===== src/rtl/mmio_router_if.sv =====
// Core data-port bus between the CPU load/store unit and mmio_router.
// Signal names are as seen from the router side.
interface mmio_router_if #(
  parameter int unsigned MEM_W = 32
) ();
  logic               req_i;
  logic               gnt_o;
  logic [31:0]        addr_i;
  logic               we_i;
  logic [MEM_W/8-1:0] be_i;
  logic [MEM_W-1:0]   wdata_i;
  logic               rvalid_o;
  logic               err_o;
  logic [MEM_W-1:0]   rdata_o;

  modport master (
    output req_i, addr_i, we_i, be_i, wdata_i,
    input  gnt_o, rvalid_o, err_o, rdata_o
  );

  modport slave (
    input  req_i, addr_i, we_i, be_i, wdata_i,
    output gnt_o, rvalid_o, err_o, rdata_o
  );
endinterface


===== src/rtl/mmio_router.sv =====
// MMIO router: decodes core requests to GPIO, a countdown timer or the storage port.
// Local registers answer in one cycle; storage accesses wait with a timeout.
module mmio_router #(
  parameter int unsigned MEM_W        = 32,
  parameter int unsigned NUM_GPIO     = 10,
  parameter int unsigned TIMER_W      = 32,
  parameter logic [31:0] IO_BASE      = 32'h0000_0100,
  parameter logic [31:0] SCRATCH_BASE = 32'h0000_1000,
  parameter logic [31:0] EXT_BASE     = 32'h0000_2000,
  parameter int unsigned TIMEOUT      = 255
) (
  input  logic                clk,
  input  logic                rst,
  mmio_router_if.slave        bus,
  output logic                st_req_o,
  output logic                st_we_o,
  output logic [31:0]         st_addr_o,
  output logic [MEM_W/8-1:0]  st_be_o,
  output logic [MEM_W-1:0]    st_wdata_o,
  input  logic                st_valid_i,
  input  logic [MEM_W-1:0]    st_rdata_i,
  output logic [NUM_GPIO-1:0] gpio_oe_o,
  output logic [NUM_GPIO-1:0] gpio_out_o,
  input  logic [NUM_GPIO-1:0] gpio_in_i,
  output logic                timer_irq_o
);

  localparam int unsigned BeW  = MEM_W / 8;
  localparam int unsigned CntW = $clog2(TIMEOUT + 1);

  typedef enum logic [0:0] {StIdle, StWait} state_e;

  state_e               r_state, w_state_d;
  logic                 r_rvalid, w_rvalid_d;
  logic                 r_err, w_err_d;
  logic [MEM_W-1:0]     r_rdata, w_rdata_d;
  logic                 r_st_req, w_st_req_d;
  logic                 r_st_we, w_st_we_d;
  logic [31:0]          r_st_addr, w_st_addr_d;
  logic [BeW-1:0]       r_st_be, w_st_be_d;
  logic [MEM_W-1:0]     r_st_wdata, w_st_wdata_d;
  logic [CntW-1:0]      r_wcnt, w_wcnt_d;
  logic [NUM_GPIO-1:0]  r_oe, w_oe_d;
  logic [NUM_GPIO-1:0]  r_out, w_out_d;
  logic [NUM_GPIO-1:0]  r_sync1, r_sync2;
  logic [TIMER_W-1:0]   r_count, w_count_d;
  logic                 r_irq, w_irq_d;

  logic                 w_gnt;
  logic [31:0]          w_off;
  logic                 w_is_store, w_in_io, w_is_dir, w_is_val, w_is_tmr;

  assign w_off      = bus.addr_i - IO_BASE;
  assign w_is_store = bus.addr_i >= SCRATCH_BASE;
  assign w_in_io    = !w_is_store && (bus.addr_i >= IO_BASE);
  assign w_is_dir   = w_in_io && (w_off < 32'(NUM_GPIO));
  assign w_is_val   = w_in_io && (w_off >= 32'(NUM_GPIO)) && (w_off < 32'(2 * NUM_GPIO));
  assign w_is_tmr   = w_in_io && (w_off == 32'(2 * NUM_GPIO));

  always_comb begin
    w_gnt        = 1'b0;
    w_state_d    = r_state;
    w_rvalid_d   = 1'b0;
    w_err_d      = 1'b0;
    w_rdata_d    = '0;
    w_st_req_d   = r_st_req;
    w_st_we_d    = r_st_we;
    w_st_addr_d  = r_st_addr;
    w_st_be_d    = r_st_be;
    w_st_wdata_d = r_st_wdata;
    w_wcnt_d     = r_wcnt;
    w_oe_d       = r_oe;
    w_out_d      = r_out;
    w_count_d    = (r_count != '0) ? r_count - TIMER_W'(1) : r_count;
    w_irq_d      = (r_count == TIMER_W'(1));

    case (r_state)
      StIdle: begin
        w_gnt = bus.req_i;
        if (bus.req_i) begin
          if (w_is_store) begin
            if (bus.we_i && (bus.addr_i >= EXT_BASE)) begin
              w_err_d = 1'b1;
            end else begin
              w_st_req_d   = 1'b1;
              w_st_we_d    = bus.we_i;
              w_st_addr_d  = bus.addr_i;
              w_st_be_d    = bus.be_i;
              w_st_wdata_d = bus.wdata_i;
              w_wcnt_d     = CntW'(1);
              w_state_d    = StWait;
            end
          end else if (w_is_dir) begin
            w_rvalid_d = 1'b1;
            for (int unsigned i = 0; i < NUM_GPIO; i++) begin
              if (w_off == 32'(i)) begin
                if (bus.we_i && bus.be_i[0]) w_oe_d[i] = bus.wdata_i[0];
                if (!bus.we_i) w_rdata_d[0] = r_oe[i];
              end
            end
          end else if (w_is_val) begin
            w_rvalid_d = 1'b1;
            for (int unsigned i = 0; i < NUM_GPIO; i++) begin
              if (w_off == 32'(NUM_GPIO + i)) begin
                if (!bus.we_i) begin
                  w_rdata_d[0] = r_oe[i] ? r_out[i] : r_sync2[i];
                end else if (bus.be_i[0]) begin
                  // Driving an input pin is refused; the register is left alone.
                  if (r_oe[i]) begin
                    w_out_d[i] = bus.wdata_i[0];
                  end else begin
                    w_rvalid_d = 1'b0;
                    w_err_d    = 1'b1;
                  end
                end
              end
            end
          end else if (w_is_tmr) begin
            if (!bus.we_i) begin
              w_rvalid_d = 1'b1;
              w_rdata_d  = MEM_W'(r_count);
            end else if (&bus.be_i) begin
              w_rvalid_d = 1'b1;
              w_count_d  = bus.wdata_i[TIMER_W-1:0];
              w_irq_d    = 1'b0;
            end else begin
              w_err_d = 1'b1;
            end
          end else begin
            w_err_d = 1'b1;
          end
        end
      end
      StWait: begin
        // A valid in the timeout cycle still completes the access.
        if (st_valid_i) begin
          w_state_d  = StIdle;
          w_st_req_d = 1'b0;
          w_rvalid_d = 1'b1;
          w_rdata_d  = r_st_we ? '0 : st_rdata_i;
        end else if (r_wcnt == CntW'(TIMEOUT)) begin
          w_state_d  = StIdle;
          w_st_req_d = 1'b0;
          w_err_d    = 1'b1;
        end else begin
          w_wcnt_d = r_wcnt + CntW'(1);
        end
      end
      default: w_state_d = StIdle;
    endcase
  end

  always_ff @(posedge clk) begin
    if (!rst) begin
      r_state    <= StIdle;
      r_rvalid   <= 1'b0;
      r_err      <= 1'b0;
      r_rdata    <= '0;
      r_st_req   <= 1'b0;
      r_st_we    <= 1'b0;
      r_st_addr  <= '0;
      r_st_be    <= '0;
      r_st_wdata <= '0;
      r_wcnt     <= '0;
      r_oe       <= '0;
      r_out      <= '0;
      r_sync1    <= '0;
      r_sync2    <= '0;
      r_count    <= '0;
      r_irq      <= 1'b0;
    end else begin
      r_state    <= w_state_d;
      r_rvalid   <= w_rvalid_d;
      r_err      <= w_err_d;
      r_rdata    <= w_rdata_d;
      r_st_req   <= w_st_req_d;
      r_st_we    <= w_st_we_d;
      r_st_addr  <= w_st_addr_d;
      r_st_be    <= w_st_be_d;
      r_st_wdata <= w_st_wdata_d;
      r_wcnt     <= w_wcnt_d;
      r_oe       <= w_oe_d;
      r_out      <= w_out_d;
      r_sync1    <= gpio_in_i;
      r_sync2    <= r_sync1;
      r_count    <= w_count_d;
      r_irq      <= w_irq_d;
    end
  end

  assign bus.gnt_o    = w_gnt;
  assign bus.rvalid_o = r_rvalid;
  assign bus.err_o    = r_err;
  assign bus.rdata_o  = r_rdata;
  assign st_req_o     = r_st_req;
  assign st_we_o      = r_st_we;
  assign st_addr_o    = r_st_addr;
  assign st_be_o      = r_st_be;
  assign st_wdata_o   = r_st_wdata;
  assign gpio_oe_o    = r_oe;
  assign gpio_out_o   = r_out;
  assign timer_irq_o  = r_irq;

endmodule


===== src/flat_wrapper.sv =====
// flat-port wrapper written by rule: the top's interface ports become plain ports
module mmio_router_flat 
#(
  parameter int unsigned MEM_W        = 32,
  parameter int unsigned NUM_GPIO     = 10,
  parameter int unsigned TIMER_W      = 32,
  parameter logic [31:0] IO_BASE      = 32'h0000_0100,
  parameter logic [31:0] SCRATCH_BASE = 32'h0000_1000,
  parameter logic [31:0] EXT_BASE     = 32'h0000_2000,
  parameter int unsigned TIMEOUT      = 255
)
  (clk, rst, st_req_o, st_we_o, st_addr_o, st_be_o, st_wdata_o, st_valid_i, st_rdata_i, gpio_oe_o, gpio_out_o, gpio_in_i, timer_irq_o, bus_req_i, bus_addr_i, bus_we_i, bus_be_i, bus_wdata_i, bus_gnt_o, bus_rvalid_o, bus_err_o, bus_rdata_o);
  mmio_router_if #(.MEM_W(MEM_W)) bus_i ();
  input  logic clk;
  input  logic rst;
  output logic st_req_o;
  output logic st_we_o;
  output logic [31:0] st_addr_o;
  output logic [MEM_W/8-1:0] st_be_o;
  output logic [MEM_W-1:0] st_wdata_o;
  input  logic st_valid_i;
  input  logic [MEM_W-1:0] st_rdata_i;
  output logic [NUM_GPIO-1:0] gpio_oe_o;
  output logic [NUM_GPIO-1:0] gpio_out_o;
  input  logic [NUM_GPIO-1:0] gpio_in_i;
  output logic timer_irq_o;
  input wire logic [$bits(bus_i.req_i)-1:0] bus_req_i;
  input wire logic [$bits(bus_i.addr_i)-1:0] bus_addr_i;
  input wire logic [$bits(bus_i.we_i)-1:0] bus_we_i;
  input wire logic [$bits(bus_i.be_i)-1:0] bus_be_i;
  input wire logic [$bits(bus_i.wdata_i)-1:0] bus_wdata_i;
  output wire logic [$bits(bus_i.gnt_o)-1:0] bus_gnt_o;
  output wire logic [$bits(bus_i.rvalid_o)-1:0] bus_rvalid_o;
  output wire logic [$bits(bus_i.err_o)-1:0] bus_err_o;
  output wire logic [$bits(bus_i.rdata_o)-1:0] bus_rdata_o;
  assign bus_i.req_i = bus_req_i;
  assign bus_i.addr_i = bus_addr_i;
  assign bus_i.we_i = bus_we_i;
  assign bus_i.be_i = bus_be_i;
  assign bus_i.wdata_i = bus_wdata_i;
  assign bus_gnt_o = bus_i.gnt_o;
  assign bus_rvalid_o = bus_i.rvalid_o;
  assign bus_err_o = bus_i.err_o;
  assign bus_rdata_o = bus_i.rdata_o;
  mmio_router #(.MEM_W(MEM_W), .NUM_GPIO(NUM_GPIO), .TIMER_W(TIMER_W), .IO_BASE(IO_BASE), .SCRATCH_BASE(SCRATCH_BASE), .EXT_BASE(EXT_BASE), .TIMEOUT(TIMEOUT)) u_core (.clk(clk), .rst(rst), .bus(bus_i), .st_req_o(st_req_o), .st_we_o(st_we_o), .st_addr_o(st_addr_o), .st_be_o(st_be_o), .st_wdata_o(st_wdata_o), .st_valid_i(st_valid_i), .st_rdata_i(st_rdata_i), .gpio_oe_o(gpio_oe_o), .gpio_out_o(gpio_out_o), .gpio_in_i(gpio_in_i), .timer_irq_o(timer_irq_o));
endmodule

===== config.mk =====
export PLATFORM = sky130hd
export DESIGN_NAME = mmio_router_flat
export DESIGN_NICKNAME = d
export VERILOG_FILES = /design/src/rtl/mmio_router_if.sv /design/src/rtl/mmio_router.sv /design/src/flat_wrapper.sv
export SDC_FILE = /design/constraint.sdc
export NUM_CORES = 1
export LEC_CHECK = 0
export CORE_MARGIN = 2
export CORE_UTILIZATION = 48
export DETAILED_ROUTE_END_ITERATION = 7
export PLACE_DENSITY = 0.81
export REMOVE_ABC_BUFFERS = 1
export SLEW_MARGIN = 20
export SYNTH_ARGS = -nofsm -noshare
export SYNTH_HDL_FRONTEND = slang
export SYNTH_SLANG_ARGS = --single-unit

===== constraint.sdc =====
create_clock -name clk -period 3.8 [get_ports clk]
set_clock_uncertainty 0.15 [all_clocks]
set_input_delay 0.57 -clock clk [delete_from_list [all_inputs] [get_ports clk]]
set_output_delay 0.57 -clock clk [all_outputs]
set_load 0.005 [all_outputs]

# After elaboration in Yosys (flattened, before gate mapping)
# Cells that the tools add are included.
classes:
  n_addsub: 3
  magnitude_cmp: 6
  eq_ne: 28
  muxes: 235
  bitwise: 4
  n_reduce_logical: 34
op_table:
  columns: ["op", "count"]
  rows:
  - ["$mux W32", 15]
  - ["$eq A32 B4 Y1 const B", 8]
  - ["$mux W1", 207]
  - ["$eq A32 B5 Y1 const B", 5]
  - ["$eq A32 B3 Y1 const B", 4]
  - ["$reduce_and A9 Y1", 10]
  - ["$eq A32 B1 Y1 const B", 2]
  - ["$eq A32 B2 Y1 const B", 2]
  - ["$pmux W32 S2", 1]
  - ["$mux W31", 2]
  - ["$reduce_and A6 Y1", 10]
  - ["$mux W8", 5]
  - ["$ge A32 B13 Y1 const B", 1]
  - ["$ge A32 B14 Y1 const B", 1]
  - ["$ge A32 B4 Y1 const B", 1]
  - ["$ge A32 B9 Y1 const B", 1]
  - ["$logic_not A32 Y1", 1]
  - ["$lt A32 B4 Y1 const B", 1]
  - ["$lt A32 B5 Y1 const B", 1]
  - ["$reduce_bool A32 Y1", 1]
  - ["$sub A32 B1 Y32 const B", 1]
  - ["$sub A32 B9 Y32 const B", 1]
  - ["$pmux W8 S2", 1]
  - ["$reduce_and A4 Y1", 3]
  - ["10 further kinds", 25]
totals:
  ff_bits: 186
  in_bits: 115
  out_inout_bits: 126
  wordCells: 344

# Longest topological paths before layout
logic_depth:
  ltp_word: 56
  mapped_depth: 12
  depth_no_buf: 9

# Worst setup path before layout
# OpenSTA, ideal clock, no wires.
synth_timing:
  path_kind: "in2reg"
  startpoint: "input port bus_addr_i[9]"
  endpoint: "register u_core.r_count[16]"
  setup_ns: 0.133
  arrival_time_ns: 2.903
  required_time_ns: 3.517
  setup_slack_ns: 0.615
  path_stages: 12
  n_path_buf: 3
  cell_sequence: "inv_1 ha_1 clkbuf_1 nor4b_1 o311ai_1 and3_1 nand4_1 or4_4 buf_6 buf_2 o21ai_1 a21oi_1"
synth_between:
  elab_chain_len: 10
  elab_cells_between_ends: 19
  cone_classes: "1 x add/sub; 5 x order compare; 1 x eq/ne; 6 x mux; 6 x reduce/logical"
synth_lines:
  columns: ["element", "line_no", "text"]
  rows:
  - ["start, declared", "flat_wrapper.sv:28", "input wire logic [$bits(bus_i.addr_i)-1:0] bus_addr_i;"]
  - ["branches (longest 7 deep; another with $sub A32 B9 Y32)", null, null]
  - ["$mux W32 (*)", "mmio_router.sv:81", "if (w_is_store) begin"]
  - ["$mux W32 (*)", "mmio_router.sv:80", "if (bus.req_i) begin"]
  - ["$mux W32 (*)", "mmio_router.sv:77", "case (r_state)"]
  - ["end signal, assigned", "mmio_router.sv:186", "r_count <= w_count_d;"]
  - ["end, declared", "mmio_router.sv:46", "logic [TIMER_W-1:0] r_count, w_count_d;"]
# Every way passes the cells marked *.
# A chain may end at the register's enable or synchronous reset.

# Final worst setup path
layout_timing:
  startpoint: "input port bus_addr_i[27]"
  endpoint: "register u_core.r_count[26]"
# The elaborated chain is that of the path after synthesis.

==> impl_metrics.py <==
metrics = {
    "outcome": {
        "status": "complete, no violations",
    },
    "critical_path": {
        "slowest_delay_ns": 0.72,
        "rrSetupSlack_ns": 0.65,
        "arrival_ns": 3.51,
        "critPathCaptureType": "flip-flop",
        "crit_buf_inv": 2,
        "cp.required_ns": 3.95,
        "reg2reg_to": "u_core.r_count[23]",
        "path_cells": "clkdlybuf4s50_1 -> nor4_1 -> nand4_1 -> buf_4 -> nor4_1 -> nand4_1 -> or4_4 -> o21ai_0 -> a21oi_1",
        "start_kind": "input port",
        "cp_top_family": "simple AND/OR/NAND/NOR gates",
        "cpMaxStageDelayCell": "or4_4",
        "path_class": "input port to flip-flop",
        "crit_path_max_fanout": 50,
        "reg2reg_from": "u_core.r_count[0]",
        "rr_worst_depth": 9,
    },
    "timing": {
        "hold_violations": 0,
        "setup_violations": 0,
        "worstMarginPinSlew_ns": 1.12,
        "maxSlewHeadroom_pct": 24.5,
        "fmax_ghz": 0.298,
        "worst_hold_slack_ns": 0.283,
        "period_minus_slack_ns": 3.36,
        "post-route-period-util_pct": 88.4,
        "final_max_slew_viol_count": 0,
        "rsz0062_at_grt": "false",
    },
    "cells_and_area": {
        "regArea_sq_um": 3720,
        "finalInstanceArea_sq_um": 11700,
        "drive_gt1_share_pct": 7.97,
        "antenna_cells": 0,
        "fin_nets": 1364,
        "multi_input_area_sq_um": 4290,
        "fill_cells": 1429,
        "syn_to_final_growth_pct": 39.9,
    },
    "power_and_ir_drop": {
        "power_mw": 5.30,
        "vdd_drop_max_uv": 330,
        "power_density_nw_per_um2": 454,
        "p_leak_nw": 4.16,
    },
    "cts": {
        "clock_latency_ns": 0.44,
        "ctsHoldBuffers": 0,
        "cts_made_buffers": 17,
        "cts_max_level": 4,
        "cts_root_buffer": "clkbuf_16",
        "cts.clk_slew.worst_paths_ns": 0.07,
        "post_cts_resized": 0,
        "clock-sinks": 186,
        "cts.path.max_buffers": 2,
        "post_cts_buffers": 0,
        "cts_tree": "built",
    },
    "routing": {
        "wl_per_cell_microns": 17.7,
        "via_count": 8429,
        "wirelength_mm": 26.2,
        "drc": 0,
        "ant_nets": 0,
        "first_pass_iters": 5,
        "drt_iter0_drc": 592,
        "via_per_inst": 5.70,
    },
    "yosys": {
        "synth_area_sq_um": 8350,
        "synth_area_leaders": "dfxtp_1, nand2_1, a21oi_1",
        "synth_most_common_cell": "dfxtp_1",
        "yosysWarnings": 0,
        "yosysUniqueCellTypes": 66,
        "synthCells": 1016,
        "ys_ff_latch": 186,
        "ys_top_cells_by_count": "dfxtp_1, nand2_1, a21oi_1, nor2_1, clkbuf_1",
        "synth_edf_count": 0,
        "syn_avg_cell_area_sq_um": 8.22,
        "async_flop_share_pct": 0,
        "synth_seq_area_share_pct": 44.6,
        "ys.flop_type": "dfxtp_1",
        "synth_largest_area_cell": "dfxtp_1",
        "synth_top_area_share_pct": 44.6,
    },
    "placement": {
        "place_congestion": 0.913,
        "place_area_sq_um": 11100,
        "hpwl_mm": 18.9,
        "io_buffers": 240,
    },
    "floorplanning": {
        "die_area_sq_um": 18500,
        "start_util_pct": 48.6,
        "die_y_microns": 136,
        "core_sq_um": 17200,
        "num_rows": 48,
        "die_w_microns": 136,
        "pin_count": 241,
    },
    "grt": {
        "grt_pass1_wl_mm": 40.8,
        "overflow": 0,
        "grt_usage_pct": 28.1,
        "grt_antenna_before_repair": 0,
        "grt_pass1_vias": 7734,
        "grt_max_degree": 77,
    },
    "hold_path": {
        "min_from": "u_core.r_sync1[7]",
        "hold_class": "flip-flop to flip-flop",
        "hold_depth": 1,
        "min_to": "u_core.r_sync2[7]",
    },
    "run": {
        "max_cap_viol_count": 0,
    },
}
==> worst register-to-register path: cells and delay by family (launching register included) <==
family | cells | cell delay, ns
and+or+nand+nor | 5 | 1.99
DFF | 1 | 0.33
adders and majority gates | 1 | 0.19
buffers and inverters | 1 | 0.15
xor gates and xnor gates | 1 | 0.15
AOI/OAI and AO/OA | 1 | 0.08
==> worst max-delay path by stage <==
stage / from / endpoint / cells past startpoint
3_3_place_gp: bus_addr_i[22] / u_core.r_count[26] / 6
6_report: bus_addr_i[27] / u_core.r_count[26] / 9
4_1_cts: bus_addr_i[22] / u_core.r_count[26] / 6
5_1_grt: bus_addr_i[8] / u_core.r_count[26] / 10
2_1_floorplan: bus_addr_i[22] / u_core.st_addr_o[0] / 6
3_5_place_dp: bus_addr_i[22] / u_core.r_count[26] / 6
==> power by group <==
part	internal (mW)	switching, mW	leakage (nW)	total (mW)
registers	2.08	0.129	1.52	2.21
clock network	1.02	0.847	0.294	1.87
logic	0.572	0.652	2.36	1.22
==> final cells by class <==
class	count	area share, %
clock inverters	13	1.52
flip-flops and latches	186	31.9
well taps	225	2.41
clock buffers	19	3.79
inverters	17	0.568
repair buffers	273	23.1
multi-input cells	747	36.7
==> flip-flops by register name (all words and copies together), names as in the netlist <==
| name | flops |
|---|---|
| u_core.st_be_o | 4 |
| u_core.bus.rvalid_o | 1 |
| u_core.gpio_oe_o | 10 |
| u_core.st_addr_o | 32 |
| u_core.r_wcnt | 8 |
| u_core.bus.err_o | 1 |
| u_core.gpio_out_o | 10 |
| u_core.timer_irq_o | 1 |
| u_core.r_count | 32 |
| u_core.st_we_o | 1 |
| u_core.st_req_o | 1 |
| u_core.st_wdata_o | 32 |
| u_core.r_sync2 | 10 |
| u_core.r_sync1 | 10 |
| u_core.r_state | 1 |
| u_core.bus.rdata_o | 32 |
==> through the flow <==
stage / std cells / utilization, % / setup TNS (ns) / setup slack [ns]
6_report: 1480 / 68.0 / 0 / 0.440
5_1_grt: 1480 / 68.0 / 0 / 0.198
4_1_cts: 1480 / 68.0 / 0 / 0.482
3_5_place_dp: 1448 / 64.4 / 0 / 0.0164
3_3_place_gp: 1448 / 64.4 / 0 / 0.0936
2_1_floorplan: 950 / - / -39.57 / -0.449
==> per-layer routing <==
layer / vias up / wire (microns) / track usage [%]
met5: - / 0 / 0
met4: 0 / 771 / 10.8
met3: 60 / 1860 / 5.89
met2: 329 / 12400 / 45.4
met1: 4002 / 11200 / 37.0
li1: 4038 / - / -
==> kinds of logic after synthesis <==
kind of cell    after synthesis  synth area share, %
compound gates              243                 17.4
flops                       186                 44.6
mux                          24                 3.30
xor+xnor                     34                 3.57
simple gates                439                 25.8
fa+ha+maj                     7                 1.05
buf+inv                      83                 4.26
==> placed cells by master (no fill, tap or decap), drive strengths merged, types with 3 or more instances in the layout <==
cell type	netlist	routed
clkdlybuf4s50	0	239
dfxtp	186	186
nand2	178	178
a21oi	123	123
nor2	68	68
o21ai	43	43
nand3	36	36
buf	12	34
a22oi	31	31
xnor2	28	28
nor3	26	26
and2	25	25
inv	17	23
nor4	22	22
clkbuf	54	19
nand4	18	18
and3	16	16
mux2i	14	14
or3	9	9
nor2b	8	8
mux2	8	8
ha	7	7
and4	6	6
xor2	6	6
a21bo	6	6
or4	6	6
a31oi	5	5
a31o	5	5
a211oi	4	4
o31ai	3	3
nor4bb	3	3
or4b	3	3
nor4b	3	3
nand2b	3	3
nand3b	3	3
clkinvlp	0	3
o211ai	3	3
o311ai	3	3
Power figures use the tool's default switching activity.
